$ cat config.mk
export PLATFORM = sky130hd
export DESIGN_NAME = alarm_ctrl
export DESIGN_NICKNAME = d
export VERILOG_FILES = /design/src/rtl/alarm_ctrl.sv
export SDC_FILE = /design/constraint.sdc
export NUM_CORES = 1
export LEC_CHECK = 0
export CORE_MARGIN = 4
export CORE_UTILIZATION = 57
export DETAILED_ROUTE_END_ITERATION = 8
export GPL_ROUTABILITY_DRIVEN = 0
export PLACE_DENSITY = 0.88
export SLEW_MARGIN = 20
export SYNTH_ARGS = -nofsm -noshare
export SYNTH_HDL_FRONTEND = slang
export SYNTH_SLANG_ARGS = --single-unit
$ cat constraint.sdc
create_clock -name clk -period 2.65 [get_ports clk]
set_input_delay 0.3975 -clock clk [delete_from_list [all_inputs] [get_ports clk]]
set_output_delay 0.3975 -clock clk [all_outputs]
set_load 0.02 [all_outputs]
$ cat src/rtl/alarm_ctrl.sv
// Alarm controller: compares the packed BCD time-of-day against a stored
// alarm time, rings for a bounded number of seconds and supports a limited
// number of fixed-length snoozes.
module alarm_ctrl #(
  parameter int unsigned RING_SECS  = 60,
  parameter int unsigned SNOOZE_MIN = 5,
  parameter int unsigned MAX_SNOOZE = 3
) (
  input  logic        clk,
  input  logic        rst,
  input  logic [19:0] time_in,
  input  logic [12:0] alarm_in,
  input  logic        alarm_load,
  input  logic        alarm_en,
  input  logic        snooze,
  input  logic        stop,
  output logic        ring,
  output logic [12:0] alarm_time,
  output logic        load_err,
  output logic [1:0]  snooze_cnt,
  output logic [1:0]  state
);

  typedef enum logic [1:0] {
    StIdle   = 2'b00,
    StRing   = 2'b01,
    StSnooze = 2'b10
  } state_e;

  state_e      state_q, state_d;
  logic [19:0] time_q;
  logic [12:0] alarm_time_q, alarm_time_d;
  logic [12:0] wake_time_q, wake_time_d;
  logic [7:0]  ring_sec_q, ring_sec_d;
  logic [1:0]  snooze_cnt_q, snooze_cnt_d;
  logic        load_err_q, load_err_d;
  logic        ring_q;
  logic        snooze_q, stop_q;

  logic tick, snooze_edge, stop_edge;
  logic match_alarm, match_wake;

  // A change of the sampled time marks a new second.
  assign tick        = (time_in != time_q);
  assign snooze_edge = snooze & ~snooze_q;
  assign stop_edge   = stop & ~stop_q;

  assign match_alarm = tick && (time_in[6:0] == 7'd0) && (time_in[19:7] == alarm_time_q);
  assign match_wake  = tick && (time_in[6:0] == 7'd0) && (time_in[19:7] == wake_time_q);

  // Load validation: HH <= 23, MM <= 59, every digit a legal BCD digit.
  logic [1:0] ain_h10;
  logic [3:0] ain_h1;
  logic [2:0] ain_m10;
  logic [3:0] ain_m1;
  logic       ain_valid;

  assign ain_h10 = alarm_in[12:11];
  assign ain_h1  = alarm_in[10:7];
  assign ain_m10 = alarm_in[6:4];
  assign ain_m1  = alarm_in[3:0];

  assign ain_valid = (((ain_h10 < 2'd2) && (ain_h1 <= 4'd9)) ||
                      ((ain_h10 == 2'd2) && (ain_h1 <= 4'd3))) &&
                     (ain_m10 <= 3'd5) && (ain_m1 <= 4'd9);

  // Snooze wake time: current HH:MM plus SNOOZE_MIN minutes, in BCD.
  logic [4:0]  m1_sum;
  logic [3:0]  m10_sum;
  logic        m1_carry, m10_carry;
  logic [3:0]  wake_m1;
  logic [2:0]  wake_m10;
  logic [1:0]  wake_h10;
  logic [3:0]  wake_h1;
  logic [12:0] wake_calc;

  assign m1_sum = {1'b0, time_in[10:7]} + 5'(SNOOZE_MIN);

  // BCD minute/hour carry chain.
  always_comb begin
    m1_carry  = 1'b0;
    m10_carry = 1'b0;
    wake_m1   = m1_sum[3:0];
    wake_h10  = time_in[19:18];
    wake_h1   = time_in[17:14];
    if (m1_sum > 5'd9) begin
      wake_m1  = 4'(m1_sum - 5'd10);
      m1_carry = 1'b1;
    end
    m10_sum  = {1'b0, time_in[13:11]} + {3'b000, m1_carry};
    wake_m10 = m10_sum[2:0];
    if (m10_sum > 4'd5) begin
      wake_m10  = 3'd0;
      m10_carry = 1'b1;
    end
    if (m10_carry) begin
      if ((time_in[19:18] == 2'd2) && (time_in[17:14] == 4'd3)) begin
        wake_h10 = 2'd0;
        wake_h1  = 4'd0;
      end else if (time_in[17:14] == 4'd9) begin
        wake_h10 = time_in[19:18] + 2'd1;
        wake_h1  = 4'd0;
      end else begin
        wake_h1 = time_in[17:14] + 4'd1;
      end
    end
    wake_calc = {wake_h10, wake_h1, wake_m10, wake_m1};
  end

  // Alarm load handling, independent of the ring/snooze state.
  always_comb begin
    alarm_time_d = alarm_time_q;
    load_err_d   = 1'b0;
    if (alarm_load) begin
      if (ain_valid) alarm_time_d = alarm_in;
      else           load_err_d   = 1'b1;
    end
  end

  // Next-state logic for the ring/snooze FSM.
  always_comb begin
    state_d      = state_q;
    ring_sec_d   = ring_sec_q;
    snooze_cnt_d = snooze_cnt_q;
    wake_time_d  = wake_time_q;
    if (!alarm_en) begin
      state_d      = StIdle;
      snooze_cnt_d = 2'd0;
    end else begin
      unique case (state_q)
        StIdle: begin
          if (match_alarm) begin
            state_d    = StRing;
            ring_sec_d = 8'd0;
          end
        end
        StRing: begin
          if (stop_edge) begin
            state_d      = StIdle;
            snooze_cnt_d = 2'd0;
          end else if (snooze_edge && ({30'd0, snooze_cnt_q} < MAX_SNOOZE)) begin
            state_d      = StSnooze;
            snooze_cnt_d = snooze_cnt_q + 2'd1;
            wake_time_d  = wake_calc;
          end else if (tick) begin
            // A snooze press past the limit falls through to normal timing.
            if (ring_sec_q == 8'(RING_SECS - 1)) begin
              state_d      = StIdle;
              snooze_cnt_d = 2'd0;
            end else begin
              ring_sec_d = ring_sec_q + 8'd1;
            end
          end
        end
        StSnooze: begin
          if (stop_edge) begin
            state_d      = StIdle;
            snooze_cnt_d = 2'd0;
          end else if (match_wake) begin
            state_d    = StRing;
            ring_sec_d = 8'd0;
          end
        end
        default: state_d = StIdle;
      endcase
    end
  end

  // State, history and output registers.
  always_ff @(posedge clk or posedge rst) begin
    if (rst) begin
      state_q      <= StIdle;
      time_q       <= 20'd0;
      alarm_time_q <= 13'd0;
      wake_time_q  <= 13'd0;
      ring_sec_q   <= 8'd0;
      snooze_cnt_q <= 2'd0;
      load_err_q   <= 1'b0;
      ring_q       <= 1'b0;
      snooze_q     <= 1'b0;
      stop_q       <= 1'b0;
    end else begin
      state_q      <= state_d;
      time_q       <= time_in;
      alarm_time_q <= alarm_time_d;
      wake_time_q  <= wake_time_d;
      ring_sec_q   <= ring_sec_d;
      snooze_cnt_q <= snooze_cnt_d;
      load_err_q   <= load_err_d;
      ring_q       <= (state_d == StRing);
      snooze_q     <= snooze;
      stop_q       <= stop;
    end
  end

  assign ring       = ring_q;
  assign alarm_time = alarm_time_q;
  assign load_err   = load_err_q;
  assign snooze_cnt = snooze_cnt_q;
  assign state      = state_q;

endmodule

* After elaboration in Yosys (flattened, before gate mapping)
Cells that the tools add are included.
** Cells by class
- Add/sub/neg operators :: 7
- Magnitude comparators :: 8
- Eq/ne operators :: 22
- Multiplexer cells :: 36
- Bitwise operators :: 5
- Reduce and logical (&&, ||, !) cells :: 17
** Operator list (count)
- $mux W8 :: 7
- $mux W2 :: 17
- $eq A13 B13 Y1 :: 2
- $pmux W8 S3 :: 1
- $ne A20 B20 Y1 :: 1
- $mux W4 :: 4
- $ne A2 B2 Y1 const B :: 7
- $ne A5 B5 Y1 const B :: 2
- $logic_and A1 B1 Y1 :: 9
- $reduce_and A9 Y1 :: 1
- $add A8 B1 Y8 const B :: 1
- $eq A8 B6 Y1 const B :: 1
- $le A4 B4 Y1 const B :: 2
- $reduce_and A4 Y1 :: 2
- $logic_not A7 Y1 :: 1
- $eq A2 B2 Y1 const B :: 3
- $pmux W2 S3 :: 1
- $add A4 B3 Y5 const B :: 1
- $gt A5 B4 Y1 const B :: 1
- $add A2 B1 Y2 const B :: 2
- $add A3 B1 Y4 :: 1
- $add A4 B1 Y4 const B :: 1
- $eq A2 B1 Y1 const B :: 2
- $eq A4 B2 Y1 const B :: 1
- other kinds (17) :: 24
** Word-level totals
- Output and inout bits :: 19
- Flip-flop bits (word level) :: 62
- Input port bits :: 39

* Depth between registers and ports, before layout
Gate-level depths: netlist (run 1).
- Depth after elaboration :: 8
- Mapped depth :: 14
- Gate-level depth less buffers :: 13

* Least setup slack after synthesis (run 1)
OpenSTA, ideal clock, no wires.
- Kind :: input -> register
- Start :: in time_in[7]
- End :: reg wake_time_q[12]
- Slack :: -66 ps
- Library setup time :: 139 ps
- Arrival :: 2577 ps
- Stages :: 14
- Path through :: buf_2 > inv_1 > ha_1 > nand2b_1 > a21oi_1 > inv_1 > ha_1 > ha_1 > nand2b_1 > a21boi_0 > o21ai_1 > or3_1 > mux2i_1 > o21ai_0
** On the way
- Longest elaborated chain between the ends :: 7
** Ends and longest elaborated chain
- start, declared :: line 11 : input logic [19:0] time_in,
- $add A4 B3 Y5 :: line 77 : assign m1_sum = {1'b0, time_in[10:7]} + 5'(SNOOZE_MIN);
- net m1_sum[0] :: line 68 : logic [4:0] m1_sum;
- $gt A5 B4 Y1 :: line 86 : if (m1_sum > 5'd9) begin
- $mux W1 :: line 86
- $add A3 B1 Y4 :: line 90 : m10_sum = {1'b0, time_in[13:11]} + {3'b000, m1_carry};
- $gt A4 B3 Y1 :: line 92 : if (m10_sum > 4'd5) begin
- $mux W1 :: line 92
- $mux W2 :: line 96 : if (m10_carry) begin
- end signal, assigned :: line 186 : wake_time_q <= wake_time_d;
- end, declared :: line 33 : logic [12:0] wake_time_q, wake_time_d;
The timed path passes the listed nets, and every way through them passes these cells.
A chain may end at the register's enable or synchronous reset.

* Worst setup path in the final report (run 1)
- Start :: in time_in[7]
- End :: reg wake_time_q[12]
** On the way
- Longest elaborated chain between the ends :: 7
** Ends and longest elaborated chain (line)
- $add A4 B3 Y5 :: 77
- $gt A5 B4 Y1 :: 86
- $mux W1 :: 86
- $add A3 B1 Y4 :: 90
- $gt A4 B3 Y1 :: 92
- $mux W1 :: 92
- $mux W2 :: 96
No other way between the ends.

==> impl_metrics.tcl, run 1 <==
set metrics [dict create \
    outcome "finished, final reports clean" \
    die_w_um 83.5 \
    cts_sinks 62 \
    synth_edf_count 0 \
    async_reset_ff_share_pct 100 \
    antenna_found_initial 0 \
    drv_slew 0 \
    crit_path_max_fanout 4 \
    peakVddDrop_uv 521 \
    ant_nets 0 \
    port_buffers 57 \
    core_region_area_mm2 0.00551 \
    crit_buf_inv 2 \
    reg2regPathDepth 7 \
    hold_viol 0 \
    grt_first_pass_wirelength_mm 13.4 \
    finalWorstSetupSlack_ns 0.176 \
    power.density_mw_per_mm2 569 \
    min_from "time_in[8]" \
    htree_levels 3 \
    synthTopCellsByArea "dfrtp_1 48%, xor2_1 10%, mux2_2 4.5%" \
    p_leak_nw 1.92 \
    drt_pass1_iterations 4 \
    r2r_end "wake_time_q[3]$_DFFE_PP0P_" \
    die_area_mm2 0.00698 \
    cts_made_buffers 9 \
    grt_util_all_layers_pct 24.2 \
    final_area_mm2 0.00431 \
    drc 0 \
    io-pin-count 58 \
    worstPathArrival_ns 2.69 \
    avgViaCountPerCell 5.65 \
    ys_types 48 \
    skew_ns 0.00860 \
    drt-initial-drc-count 183 \
    syn-num-nets 357 \
    worstMarginPinSlew_ns 0.560 \
    root_buffer "clkbuf_8" \
    grt_pass1_vias 2816 \
    multiInputGateArea_mm2 0.00160 \
    fin_total_pwr_mw 2.45 \
    max_freq_mhz 404 \
    critical_path_required_ns 2.86 \
    hp-class "in2reg" \
    min_to "time_q[8]$_DFF_PP0_" \
    start_util_pct 59.1 \
    path_delay_family "adder cells" \
    ys.flop_type "dfrtp_1" \
    yosysTopAreaCell "dfrtp_1" \
    clkSlewWorstSetupHoldPaths_ns 0.07 \
    worst_hold_path.num_cells 2 \
    path_common_cell "nand2b_1" \
    clk_latency_ns 0.34 \
    wl_mm 8.11 \
    post-route-min-period_ns 2.47 \
    diodes 0 \
    crit_chain "dlygate4sd2_1, ha_1, nand2b_1, a21oi_2, inv_1, ha_2, ha_4, nand2b_1, a21boi_2, o21ai_1, or3_4, mux2i_1, o21ai_0" \
    yosysSeqAreaShare_pct 47.7 \
    finish.net_count 446 \
    critPathMaxStageDelay_ns 0.40 \
    syn_area_mm2 0.00325 \
    area_growth_pct 32.5 \
    crit_type "in2reg" \
    max_cap_violations 0 \
    setup_violations 0 \
    worst-r2r-setup-slack_ns 0.60 \
    post-place-ws_ns -0.616 \
    fin_setup_tns_ns 0 \
    end_kind "flip-flop" \
    cp_slowest_cell "or3_4" \
    netlist_instances 310 \
    drive_above_1_share_pct 17.1 \
    crit_path_start_kind "input pin" \
    yosys_warnings 0 \
    rows 27 \
    r2r_start "snooze_cnt[0]$_DFFE_PP0P_" \
    dp_hpwl_mm 5.80 \
    fillerInstances 337 \
    overflow 0 \
    post-route-period-util_pct 93.4 \
    synth_top_area_share_pct 47.7 \
    register_area_mm2 0.00155 \
    clk_path_buf_depth 2 \
    cts_tree "done" \
    avgSynthCellArea_um2 10.5 \
    die_h_um 83.5 \
    max_slew_margin_pct 62.6 \
    routedWlPerCell_um 17.1 \
    dr_total_vias 2686 \
    place_area_mm2 0.00409 \
    grt_max_degree 39 \
    synth-seq-cells 62 \
    rsz0062_at_grt "false" \
]
==> area by class of cell <==
cell class                      instances  area share (%)
Timing Repair Buffer                   90            19.3
Clock buffer                           11            3.28
Inverter                               11           0.958
Sequential cell                        62            36.0
Tap cell                               72            2.09
Multi-Input combinational cell        225            37.2
Clock inverter                          4            1.10
==> through the flow <==
step | util (%) | hold WS [ns] | std cells
after floorplan | - | 0.429 | 310
after global placement | 74.2 | 0.483 | 459
after detailed placement | 74.2 | 0.491 | 459
after CTS | 78.1 | 0.433 | 474
after global routing | 78.2 | 0.412 | 475
final | 78.2 | 0.400 | 475
==> power breakdown <==
group,internal [mW],total (mW),switching [mW]
sequential,1.02,1.08,0.0627
clock,0.452,0.811,0.360
combinational,0.293,0.558,0.265
==> synth_stat cells, types with 2 or more instances <==
library cell and count:
a21oi_1 13, o21ai_1 3, nor4_1 8, nor2_1 14, mux2i_1 2, o21ai_0 20
and3_1 7, a22o_1 3, nand3_1 6, nor3_1 3, or3_1 2, nand2b_1 6
buf_6 4, buf_2 6, clkbuf_1 2, xnor2_1 16, nand2_1 22, o21bai_1 2
ha_1 8, a31oi_1 9, o41ai_1 2, inv_1 11, xor2_1 37, mux2_2 13
dfrtp_1 62, nor3b_1 2, nand4_1 4, nor2b_1 3
==> sequential cells by signal, indices dropped and copies added, names as in the netlist <==
name         flops
alarm_time      13
load_err         1
ring             1
ring_sec_q       8
snooze_cnt       2
snooze_q         1
state            2
stop_q           1
time_q          20
wake_time_q     13
==> what timing repair did <==
item                       in CTS  in global routing
hold endpoints to repair        0                  0
gates resized for setup         7                  1
buffers inserted                0                  1
cloned                          0                  0
setup endpoints to repair       8                  7
pin swaps                       0                  1
hold buffers                    0                  0
==> layer usage <==
metal | vias up | routed length, um | global-route usage, %
met3 | 14 | 426 | 6.71
li1 | 1271 | - | -
met4 | 0 | 162 | 9.80
met2 | 102 | 4320 | 43.9
met1 | 1299 | 3190 | 26.7
met5 | - | 0 | 0
==> cell families after synthesis <==
family                   Yosys count  synth area share (%)
AO/OA/AOI/OAI                     63                  12.0
multiplexers                      15                  5.12
flip-flops                        62                  47.7
buffers and inverters             23                  3.81
XOR/XNOR                          53                  14.3
adder cells (fa/ha/maj)            9                  3.39
AND/OR/NAND/NOR                   85                  13.7
==> cells in the final DEF, fill, tap and decap left out, drive strengths merged, types with 13 or more instances in the layout <==
| cell type | Yosys | layout |
|---|---|---|
| xnor2 | 16 | 16 |
| dfrtp | 62 | 62 |
| xor2 | 37 | 37 |
| a21oi | 13 | 13 |
| o21ai | 23 | 23 |
| nor2 | 14 | 14 |
| clkdlybuf4s50 | 0 | 55 |
| buf | 10 | 33 |
| nand2 | 22 | 22 |
| mux2 | 13 | 13 |
==> how the worst max path moves through the flow <==
stage / startpoint / end / slack [ns] / cells past startpoint
after floorplan: time_in[7] / wake_time_q[12]$_DFFE_PP0P_ / 0.007 / 14
after global placement: time_in[7] / wake_time_q[12]$_DFFE_PP0P_ / -0.43 / 13
after detailed placement: time_in[7] / wake_time_q[11]$_DFFE_PP0P_ / -0.62 / 13
after CTS: time_in[8] / wake_time_q[11]$_DFFE_PP0P_ / 0.01 / 13
after global routing: time_in[7] / wake_time_q[12]$_DFFE_PP0P_ / 0.007 / 13
final: time_in[7] / wake_time_q[12]$_DFFE_PP0P_ / 0.18 / 13
No activity file was read; power rests on OpenSTA's default activity.
==> run 2: changes to the inputs <==
--- a/config.mk
+++ b/config.mk
@@ -9,6 +9,7 @@
 export CORE_UTILIZATION = 57
 export DETAILED_ROUTE_END_ITERATION = 8
 export GPL_ROUTABILITY_DRIVEN = 0
+export MAX_ROUTING_LAYER = met4
 export PLACE_DENSITY = 0.88
 export SLEW_MARGIN = 20
 export SYNTH_ARGS = -nofsm -noshare
==> run 2 against run 1 <==
Against the previous run:
- critical path depth stayed put
- highest routed layer unchanged
- cell area is the same
- critical endpoint is now wake_time_q[11]$_DFFE_PP0P_
- final cell count did not move
- critical path type unchanged
==> impl_metrics.tcl, run 2 (synthesis results as in run 1) <==
set metrics [dict create \
    outcome "finished, final reports clean" \
    worstMarginPinSlew_ns 0.563 \
    dp_hpwl_mm 5.80 \
    crit_type "in2reg" \
    clk_path_buf_depth 2 \
    finish.net_count 446 \
    dr_total_vias 2721 \
    diodes 0 \
    swShare_pct 28.3 \
    overflow 0 \
    die_w_um 83.5 \
    start_util_pct 59.1 \
    rsz0062_at_grt "false" \
    drt_pass1_iterations 4 \
    rows 27 \
    hp-class "in2reg" \
    largest_reg_flops 20 \
    routedWlPerCell_um 17.1 \
    ctsHoldBuffers 0 \
    finalWorstSetupSlack_ns 0.169 \
    drt-initial-drc-count 168 \
    final_common_cell "dfrtp_1" \
    htree_levels 3 \
    post-route-min-period_ns 2.48 \
    critical_path_required_ns 2.87 \
    cts_made_buffers 9 \
    power_frac_seq_pct 44.0 \
    cts_sinks 62 \
    drv_slew 0 \
    power.density_mw_per_mm2 571 \
    root_buffer "clkbuf_8" \
    crit_path_start_kind "input pin" \
    grt_pass1_vias 2800 \
    grt_first_pass_wirelength_mm 13.5 \
    fin_setup_tns_ns 0 \
    max_cap_violations 0 \
    worstPathArrival_ns 2.70 \
    post-route-period-util_pct 93.6 \
    p_leak_nw 1.92 \
    p_clk_share_pct 33.3 \
    p_comb_share_pct 22.7 \
    peakVddDrop_uv 534 \
    area_growth_pct 32.5 \
    intPower_mw 1.76 \
    post-place-ws_ns -0.616 \
    avgViaCountPerCell 5.73 \
    end_kind "flip-flop" \
    whs_ns 0.399 \
    ant_nets 0 \
    grt_util_all_layers_pct 24.9 \
    setup_violations 0 \
    top_register "time_q" \
    drc 0 \
    antenna_found_initial 0 \
    cp_slowest_cell "or3_4" \
    path_common_cell "nand2b_1" \
    die_h_um 83.5 \
    max_freq_mhz 403 \
    grt_max_degree 39 \
    clkSlewWorstSetupHoldPaths_ns 0.07 \
    drive_above_1_share_pct 17.1 \
    clk_latency_ns 0.35 \
    switchingPower_uw 695 \
    die_area_mm2 0.00698 \
    crit_chain "dlygate4sd2_1, ha_1, nand2b_1, a21oi_2, inv_1, ha_2, ha_4, nand2b_1, a21boi_2, o21ai_1, or3_4, xnor2_1, o21ai_0" \
    cts_tree "done" \
    final_cell_mix "62 x dfrtp_1, 55 x clkdlybuf4s50_1, 37 x xor2_1, 32 x buf_4, 22 x nand2_1" \
    hold_viol 0 \
    critPathMaxStageDelay_ns 0.40 \
    skew_ns 0.0128 \
    max_slew_margin_pct 62.4 \
    port_buffers 57 \
    crit_path_max_fanout 4 \
    io-pin-count 58 \
    core_region_area_mm2 0.00551 \
    wl_mm 8.10 \
]
## run 2: cell counts in the layout (fill, tap and decap cells not counted)
Identical to the previous run, type by type.
## run 2: metal layers
metal,vias to the layer above,track usage (%),wire length [um]
met5,-,-,0
met2,118,43.9,4210
met4,0,9.80,255
met3,33,6.52,486
met1,1302,26.8,3150
li1,1268,-,-
## run 2: critical path, delay by kind of cell
kind / cells / cell delay (ns)
xor+xnor: 1 / 0.16
compound gates: 4 / 0.47
fa+ha+maj: 3 / 0.70
buf+inv: 2 / 0.33
simple gates: 3 / 0.63
## run 2: cell type report
cell class                      instances  area [um^2]
Fill cell                             337         1200
Multi-Input combinational cell        225         1600
Timing Repair Buffer                   90          832
Clock buffer                           11          141
Inverter                               11         41.3
Tap cell                               72         90.1
Clock inverter                          4         47.5
Sequential cell                        62         1550
## run 2: power groups by stage
stage | clock network [mW] | registers (mW) | logic, mW
finish | 0.819 | 1.08 | 0.557
detailed placement | 0 | 1.10 | 0.545
floorplan | 0 | 1.15 | 0.216
CTS | 0.823 | 1.08 | 0.556
global route | 0.871 | 1.09 | 0.599
global placement | 0 | 1.09 | 0.531
## run 2: through the flow
stage | std cells | util [%] | cell area (um^2) | total power, mW
floorplan | 310 | - | 3260 | 1.37
global placement | 459 | 74.2 | 4090 | 1.62
CTS | 474 | 78.1 | 4300 | 2.46
detailed placement | 459 | 74.2 | 4090 | 1.64
global route | 475 | 78.2 | 4310 | 2.56
finish | 475 | 78.2 | 4310 | 2.46
## run 2: final timing paths
| check | from | end | slack, ns | cells after the start |
|---|---|---|---|---|
| max in group asynchronous | rst | time_q[19]$_DFF_PP0_ | 1.62 | 3 |
| min in group asynchronous | rst | stop_q$_DFF_PP0_ | 0.43 | 2 |
| worst min register to register | wake_time_q[0]$_DFFE_PP0P_ | wake_time_q[0]$_DFFE_PP0P_ | 0.51 | 2 |
| worst min-delay path | time_in[8] | time_q[8]$_DFF_PP0_ | 0.40 | 2 |
| worst max-delay path | time_in[7] | wake_time_q[11]$_DFFE_PP0P_ | 0.17 | 13 |
| worst max register to register | snooze_cnt[0]$_DFFE_PP0P_ | wake_time_q[3]$_DFFE_PP0P_ | 0.59 | 7 |
## run 2: what timing repair did
item | CTS | global route
resized for setup | 7 | 1
endpoints found under the setup margin | 8 | 7
pin swaps | 0 | 1
buffers inserted | 0 | 1
gates cloned | 0 | 0
